<file path="src/rtl/seq_divider.sv">
`default_nettype none
// ============================================================================
// Module      : seq_divider
// Description : Sequential restoring (shift-subtract) unsigned divider that
//               produces one quotient bit per clock. in_valid starts an
//               operation from IDLE, out_valid pulses for one cycle when the
//               registered quotient/remainder are updated. CONST_TIME=1 gives
//               a data-independent latency; CONST_TIME=0 takes an early exit
//               when either captured operand is zero.
// Revision    : 1.0 - initial release
// ============================================================================
module seq_divider #(
    parameter int WIDTH_LOG  = 5,
    parameter int WIDTH      = 1 << WIDTH_LOG,
    parameter bit CONST_TIME = 1'b1
) (
    input  logic             clk,
    input  logic             rst,
    input  logic             in_valid,
    input  logic [WIDTH-1:0] dividend,
    input  logic [WIDTH-1:0] divisor,
    output logic             busy,
    output logic [WIDTH-1:0] quotient,
    output logic [WIDTH-1:0] remainder,
    output logic             div_by_zero,
    output logic             out_valid
);

    localparam logic [1:0] c_idle = 2'd0;
    localparam logic [1:0] c_busy = 2'd1;
    localparam logic [1:0] c_done = 2'd2;

    // Iteration index of the final quotient bit; the counter tops out at
    // WIDTH on that step, which still fits in WIDTH_LOG+1 bits.
    localparam logic [WIDTH_LOG:0] c_last = (WIDTH_LOG + 1)'(WIDTH - 1);
    localparam logic [WIDTH_LOG:0] c_one  = (WIDTH_LOG + 1)'(1);

    logic [1:0]         r_state;
    logic [WIDTH-1:0]   r_n;        // dividend shifting out, quotient shifting in
    logic [WIDTH-1:0]   r_d;        // captured divisor
    logic [WIDTH:0]     r_r;        // partial remainder
    logic [WIDTH_LOG:0] r_count;
    logic               r_dbz;      // captured divisor was zero
    logic               r_zero_op;  // either captured operand was zero

    logic [WIDTH:0]     w_t;
    logic               w_ge;
    logic [WIDTH:0]     w_r_next;
    logic [WIDTH-1:0]   w_n_next;
    logic               w_early;
    logic               w_unused_rmsb;

    // One restoring step: shift the next dividend bit into the remainder and
    // subtract the divisor when it fits. With a zero divisor the subtraction
    // always "fits", so the quotient becomes all ones and the remainder
    // collects the dividend bit by bit without any special casing.
    assign w_t      = {r_r[WIDTH-1:0], r_n[WIDTH-1]};
    assign w_ge     = (w_t >= {1'b0, r_d});
    assign w_r_next = w_ge ? (w_t - {1'b0, r_d}) : w_t;
    assign w_n_next = {r_n[WIDTH-2:0], w_ge};

    // The early exit only exists in the leaky variant.
    assign w_early = (CONST_TIME == 1'b0) && r_zero_op;

    // The top remainder bit only carries the intermediate t; it is never
    // shifted back in because r < d keeps it clear between iterations.
    assign w_unused_rmsb = r_r[WIDTH];

    assign busy = (r_state != c_idle);

    // Control FSM, iteration datapath and registered result outputs.
    always_ff @(posedge clk or posedge rst) begin
        if (rst) begin
            r_state     <= c_idle;
            r_n         <= '0;
            r_d         <= '0;
            r_r         <= '0;
            r_count     <= '0;
            r_dbz       <= 1'b0;
            r_zero_op   <= 1'b0;
            quotient    <= '0;
            remainder   <= '0;
            div_by_zero <= 1'b0;
            out_valid   <= 1'b0;
        end else begin
            out_valid <= 1'b0;
            case (r_state)
                c_idle: begin
                    if (in_valid) begin
                        r_n       <= dividend;
                        r_d       <= divisor;
                        r_r       <= '0;
                        r_count   <= '0;
                        r_dbz     <= (divisor == '0);
                        r_zero_op <= (dividend == '0) || (divisor == '0);
                        r_state   <= c_busy;
                    end
                end
                c_busy: begin
                    if (w_early) begin
                        // Skip the iterations and load the values the full
                        // algorithm would have produced for these operands.
                        if (r_dbz) begin
                            r_n       <= '1;
                            r_r       <= {1'b0, r_n};
                            quotient  <= '1;
                            remainder <= r_n;
                        end else begin
                            r_n       <= '0;
                            r_r       <= '0;
                            quotient  <= '0;
                            remainder <= '0;
                        end
                        div_by_zero <= r_dbz;
                        out_valid   <= 1'b1;
                        r_state     <= c_done;
                    end else begin
                        r_n     <= w_n_next;
                        r_r     <= w_r_next;
                        r_count <= r_count + c_one;
                        if (r_count == c_last) begin
                            quotient    <= w_n_next;
                            remainder   <= w_r_next[WIDTH-1:0];
                            div_by_zero <= r_dbz;
                            out_valid   <= 1'b1;
                            r_state     <= c_done;
                        end
                    end
                end
                c_done: begin
                    r_state <= c_idle;
                end
                default: begin
                    r_state <= c_idle;
                end
            endcase
        end
    end

endmodule
`default_nettype wire

</file>
<file path="config.mk">
export PLATFORM = sky130hd
export DESIGN_NAME = seq_divider
export DESIGN_NICKNAME = d
export VERILOG_FILES = /design/src/rtl/seq_divider.sv
export SDC_FILE = /design/constraint.sdc
export NUM_CORES = 1
export LEC_CHECK = 0
export ABC_AREA = 1
export CAP_MARGIN = 20
export CELL_PAD_IN_SITES_DETAIL_PLACEMENT = 2
export CELL_PAD_IN_SITES_GLOBAL_PLACEMENT = 2
export CORE_ASPECT_RATIO = 0.6
export CORE_MARGIN = 2
export CORE_UTILIZATION = 31
export CTS_BUF_LIST = sky130_fd_sc_hd__clkbuf_2 sky130_fd_sc_hd__clkbuf_4 sky130_fd_sc_hd__clkbuf_8
export DETAILED_ROUTE_END_ITERATION = 10
export PLACE_DENSITY_LB_ADDON = 0.1
export SKIP_LAST_GASP = 1
export SYNTH_ARGS = -nofsm -noshare
export SYNTH_HDL_FRONTEND = slang
export SYNTH_SLANG_ARGS = --single-unit
</file>
<file path="constraint.sdc">
create_clock -name clk -period 8.45 [get_ports clk]
set_clock_uncertainty 0.1 [all_clocks]
set_input_delay 1.69 -clock clk [delete_from_list [all_inputs] [get_ports clk]]
set_output_delay 1.69 -clock clk [all_outputs]
set_load 0.03 [all_outputs]
</file>
==> impl_metrics.env, run 1 <==
export IMPL_hold_viol=0
export IMPL_slew_limit_headroom=0.302
export IMPL_gr_total_overflow=0
export IMPL_wirelength_um=34100
export IMPL_fp_row_count=49
export IMPL_required_ns=8.73
export IMPL_syn2layout_area_growth_pct=22.4
export IMPL_worst_path_max_delay_cell="inv_1"
export IMPL_finish_utilization=0.389
export IMPL_hpwl_um=25000
export IMPL_synth_seq_area_share=0.446
export IMPL_drive_above_1_share=0.0488
export IMPL_syn_cell_area_um2=9600
export IMPL_antenna_left=0
export IMPL_wire_per_inst_um=18.3
export IMPL_remaining_drc_errors=0
export IMPL_tightest_slew_ns=1.05
export IMPL_cts_made_buffers=17
export IMPL_yosysWarnings=0
export IMPL_die_area_um2=32400
export IMPL_cp_start_kind="primary input"
export IMPL_start_util=0.318
export IMPL_synth_flop_cell="dfrtp_1"
export IMPL_grt_pass1_wl_um=55400
export IMPL_grt_max_degree=99
export IMPL_synth_distinct_cells=39
export IMPL_io_pins=134
export IMPL_hold_ws_ns=0.388
export IMPL_cap_violations=0
export IMPL_nets=1544
export IMPL_ys_seq_elements=171
export IMPL_critPathBufInv=5
export IMPL_die_x_um=231
export IMPL_cts_setup_buffers=0
export IMPL_crit_type="in -> reg"
export IMPL_hold_buffers=0
export IMPL_cp_max_fo=72
export IMPL_grt_antenna_before_repair=0
export IMPL_holdCritPathClass="reg -> reg"
export IMPL_die_h_um=140
export IMPL_critPathMaxStageDelay_ns=0.71
export IMPL_clk_latency_ns=0.51
export IMPL_critPathCaptureType="flop"
export IMPL_vias=8975
export IMPL_clk_pin_slew_worst_paths_ns=0.10
export IMPL_final_setup_viol_count=0
export IMPL_clock_sinks=171
export IMPL_cts_root_buf="clkbuf_8"
export IMPL_via_per_inst=4.81
export IMPL_rsz0062_at_grt="no"
export IMPL_cts_tree="built"
export IMPL_worst_path_dominant_cell_family="buffers and inverters"
export IMPL_drt_pass1_iter_count=4
export IMPL_numPortBuffers=133
export IMPL_path_cells="clkdlybuf4s50_1, nand2_2, buf_4, inv_1, nor2_4, buf_4, buf_4, a21oi_1"
export IMPL_multi_input_area_um2=4300
export IMPL_setup_tns_final_ns=0
export IMPL_final_common_cell="nand2_1"
export IMPL_core_um2=30200
export IMPL_arrival_ns=4.75
export IMPL_h_tree_depth=4
export IMPL_grt_pass1_vias=9825
export IMPL_fmaxAchievable_mhz=223
export IMPL_ctsResizeCount=0
export IMPL_min_period_over_period=0.530
export IMPL_mostFrequentLayoutCells="491 x nand2_1, 218 x inv_1, 171 x dfrtp_1"
export IMPL_postSynthAreaPerCell_um2=7.24
export IMPL_synth_edf_count=0
export IMPL_gp_congestion=0.840
export IMPL_dr_first_iter_drc_count=475
export IMPL_antenna_cells=0
export IMPL_clockBufferDepth=2
export IMPL_synthCells=1326
export IMPL_seq_area_um2=4280
export IMPL_cpMostUsedCell="buf_4"
export IMPL_post_route_min_period_ns=4.47
export IMPL_ys_async_sr_fraction=1.00
export IMPL_fillers=3563
export IMPL_maxSlewViolCount=0
export IMPL_grtUsageTotal=0.220
export IMPL_outcome="finished, final reports clean"
export IMPL_syn_nets=1427
## synthesized netlist by cell type, types with 4 or more instances
cell / number / area share
inv_1: 219 / 0.086
nand2_2: 4 / 0.0026
o21ai_1: 4 / 0.0021
o21ai_0: 78 / 0.041
nand3_1: 80 / 0.042
buf_2: 10 / 0.0052
xor2_1: 10 / 0.0091
nor4_1: 5 / 0.0033
xnor2_1: 4 / 0.0036
nand4_1: 9 / 0.0059
nand3b_1: 12 / 0.0094
nor3_1: 5 / 0.0026
clkbuf_1: 29 / 0.011
nand2_1: 493 / 0.19
a21oi_1: 50 / 0.026
ha_1: 33 / 0.043
nor2_1: 43 / 0.017
dfrtp_1: 171 / 0.45
o21ai_2: 6 / 0.0055
nor2_2: 5 / 0.0033
o22ai_1: 32 / 0.021
## path summary, 6_finish.rpt
kind	slack [ns]	start	end	cells past startpoint
setup / recovery	3.98	in_valid	r_n[3]$_DFFE_PP0P_	8
hold / removal	0.39	remainder[16]$_DFFE_PP0P_	remainder[16]$_DFFE_PP0P_	2
setup reg to reg	5.04	r_d[26]$_DFFE_PP0P_	remainder[18]$_DFFE_PP0P_	12
hold reg to reg	0.39	remainder[16]$_DFFE_PP0P_	remainder[16]$_DFFE_PP0P_	2
max in group asynchronous	5.40	rst	remainder[18]$_DFFE_PP0P_	3
min in group asynchronous	1.51	rst	quotient[6]$_DFFE_PP0P_	2
## stage by stage
stage | area (µm²) | std cells | setup slack [ns]
floorplan | 9600 | 1326 | 2.03
global placement | 11300 | 1831 | 3.56
detailed placement | 11300 | 1831 | 3.46
CTS | 11700 | 1863 | 4.01
global route | 11800 | 1864 | 3.75
finish | 11800 | 1864 | 3.98
## worst register-to-register path, delay by kind of cell, from the launching register on
kind            cells  cell delay, ns
buf+inv             1            0.06
simple gates        7            1.80
flops               1            0.37
fa+ha+maj           1            0.38
compound gates      3            0.59
## per-layer routing
layer / GRT usage / share of wire / wire [µm]
met5: 0 / 0 / 0
met4: 0.0404 / 0.0086 / 293
met3: 0.0448 / 0.036 / 1230
met2: 0.329 / 0.42 / 14500
met1: 0.328 / 0.53 / 18100
## cell families after synthesis
family | Yosys count | share of synthesized area
AOI/OAI and AO/OA | 177 | 0.101
and+or+nand+nor | 664 | 0.286
buffers and inverters | 266 | 0.109
adders and majority gates | 34 | 0.0451
xor gates and xnor gates | 14 | 0.0128
DFF | 171 | 0.446
## registers in the layout, indices dropped and copies added, names as in the netlist
name and cells:
div_by_zero 1, out_valid 1, quotient 32, r_count 6, r_d 32, r_dbz 1, r_n 32, r_r 32
r_state 2, remainder 32
## cell type report
cell class,instances,area share
Sequential cell,171,0.364
Multi-Input combinational cell,889,0.366
Timing Repair Buffer,143,0.121
Clock buffer,18,0.0205
Clock inverter,14,0.0137
Tap cell,408,0.0434
Inverter,221,0.0710
Power of run 1 is left out: the tool's default activity adds up to more than one toggle a clock period on the data nets, which glitch-free logic cannot reach.
==> inputs of run 2 (changes only) <==
Clock period 8.45 ns to 4.2 ns, I/O delays scaled along.
==> run 2 against run 1 <==
Net effect:
- routed wire length rose by 0.26%
- cell count rose by 0.16%
- global-route usage fell by 0.12 points
- register-to-register slack got worse by 3.8 ns
- die area did not move
- hold slack barely moved
- flip-flop and latch count did not move
- via count rose by 0.17%
- sequential share of layout area fell by 0.40 points
- final area rose by 1.1%
- first-iteration DRC count fell by 5.9%
- highest routed layer unchanged
==> impl_metrics.env, run 2 (synthesized netlist as in run 1, its figures left out) <==
export IMPL_outcome="finished, final reports clean"
export IMPL_tightest_slew_ns=0.770
export IMPL_clockBufferDepth=2
export IMPL_vias=8990
export IMPL_io_pins=134
export IMPL_final_setup_viol_count=0
export IMPL_arrival_ns=3.22
export IMPL_hold_viol=0
export IMPL_critPathCaptureType="flop"
export IMPL_hold_ws_ns=0.388
export IMPL_clk_latency_ns=0.50
export IMPL_dr_first_iter_drc_count=447
export IMPL_required_ns=4.47
export IMPL_crit_type="reg -> reg"
export IMPL_cts_tree="built"
export IMPL_die_h_um=140
export IMPL_wire_per_inst_um=18.3
export IMPL_clock_sinks=171
export IMPL_start_util=0.318
export IMPL_finish_utilization=0.393
export IMPL_syn2layout_area_growth_pct=23.7
export IMPL_nets=1547
export IMPL_antenna_left=0
export IMPL_path_cells="inv_1, ha_1, a21oi_1, o21ai_0, a21oi_1, nand2_2, nor2_4, buf_4, nand3b_1, nand3_1, o21ai_0"
export IMPL_worst_path_dominant_cell_family="simple AND/OR/NAND/NOR gates"
export IMPL_h_tree_depth=4
export IMPL_grt_pass1_vias=9651
export IMPL_cp_start_kind="flop"
export IMPL_critPathMaxStageDelay_ns=0.44
export IMPL_drive_above_1_share=0.0507
export IMPL_cp_max_fo=15
export IMPL_die_x_um=231
export IMPL_ctsResizeCount=0
export IMPL_grtUsageTotal=0.219
export IMPL_wirelength_um=34200
export IMPL_setup_tns_final_ns=0
export IMPL_gp_congestion=0.858
export IMPL_via_per_inst=4.82
export IMPL_maxSlewViolCount=0
export IMPL_grt_antenna_before_repair=0
export IMPL_core_um2=30200
export IMPL_mostFrequentLayoutCells="491 x nand2_1, 218 x inv_1, 171 x dfrtp_1"
export IMPL_cts_setup_buffers=0
export IMPL_cts_root_buf="clkbuf_8"
export IMPL_numPortBuffers=133
export IMPL_critPathBufInv=2
export IMPL_cts_made_buffers=17
export IMPL_die_area_um2=32400
export IMPL_rsz0062_at_grt="no"
export IMPL_placed_area_um2=11400
export IMPL_fp_row_count=49
export IMPL_clk_pin_slew_worst_paths_ns=0.10
export IMPL_fin_area_um2=11900
export IMPL_cap_violations=0
export IMPL_drt_pass1_iter_count=5
export IMPL_worst_path_max_delay_cell="nor2_4"
export IMPL_remaining_drc_errors=0
export IMPL_hold_buffers=0
export IMPL_grt_max_degree=72
export IMPL_min_period_over_period=0.704
export IMPL_final_common_cell="nand2_1"
export IMPL_post_route_min_period_ns=2.96
export IMPL_grt_pass1_wl_um=55000
export IMPL_slew_limit_headroom=0.487
export IMPL_fmaxAchievable_mhz=338
export IMPL_antenna_cells=0
export IMPL_holdCritPathClass="reg -> reg"
export IMPL_hpwl_um=25700
export IMPL_gr_total_overflow=0
run 2: cell types whose count changed in the layout (fill, tap and decap cells not counted), sizes merged:
cell / change
buf: +3
bufinv: +2
clkbuf: +1
clkinv: -1
inv: -2
run 2: per-layer routing:
metal  global-route usage  up-vias  wire, µm
met1                0.328     4489     17900
met4               0.0438        0       315
met5                    0        -         0
met3               0.0350       22      1140
met2                0.330      121     14800
li1                     -     4358         -
run 2: worst register-to-register path, stage by stage, from the launching register on:
cell	delay (ns)
dfrtp_1	0.37
inv_1	0.06
ha_1	0.36
a21oi_1	0.30
o21ai_0	0.18
a21oi_1	0.19
nand2_2	0.08
nor2_4	0.44
buf_4	0.37
nand3b_1	0.16
nand3_1	0.12
o21ai_0	0.09
run 2: per-stage QoR:
stage | std cells | worst slack, ns
floorplan | 1326 | 1.08
global placement | 1834 | 1.26
detailed placement | 1834 | 1.21
CTS | 1866 | 1.15
global route | 1867 | 0.946
finish | 1867 | 1.24
run 2: cell type report:
class,count,area (µm²)
Tap cell,408,510
Multi-Input combinational cell,889,4300
Sequential cell,171,4280
Clock buffer,19,255
Timing Repair Buffer,146,1500
Inverter,221,833
Fill cell,3555,18300
Clock inverter,13,205
run 2: final timing paths:
path | cells past startpoint | from | slack, ns | end
max | 11 | r_d[28]$_DFFE_PP0P_ | 1.24 | r_r[4]$_DFFE_PP0P_
max reg2reg | 11 | r_d[28]$_DFFE_PP0P_ | 1.24 | r_r[4]$_DFFE_PP0P_
min | 2 | remainder[24]$_DFFE_PP0P_ | 0.39 | remainder[24]$_DFFE_PP0P_
min reg2reg | 2 | remainder[24]$_DFFE_PP0P_ | 0.39 | remainder[24]$_DFFE_PP0P_
min in group asynchronous | 2 | rst | 0.64 | quotient[3]$_DFFE_PP0P_
max in group asynchronous | 4 | rst | 2.34 | r_r[20]$_DFFE_PP0P_
Power of run 2 is left out for the same reason.
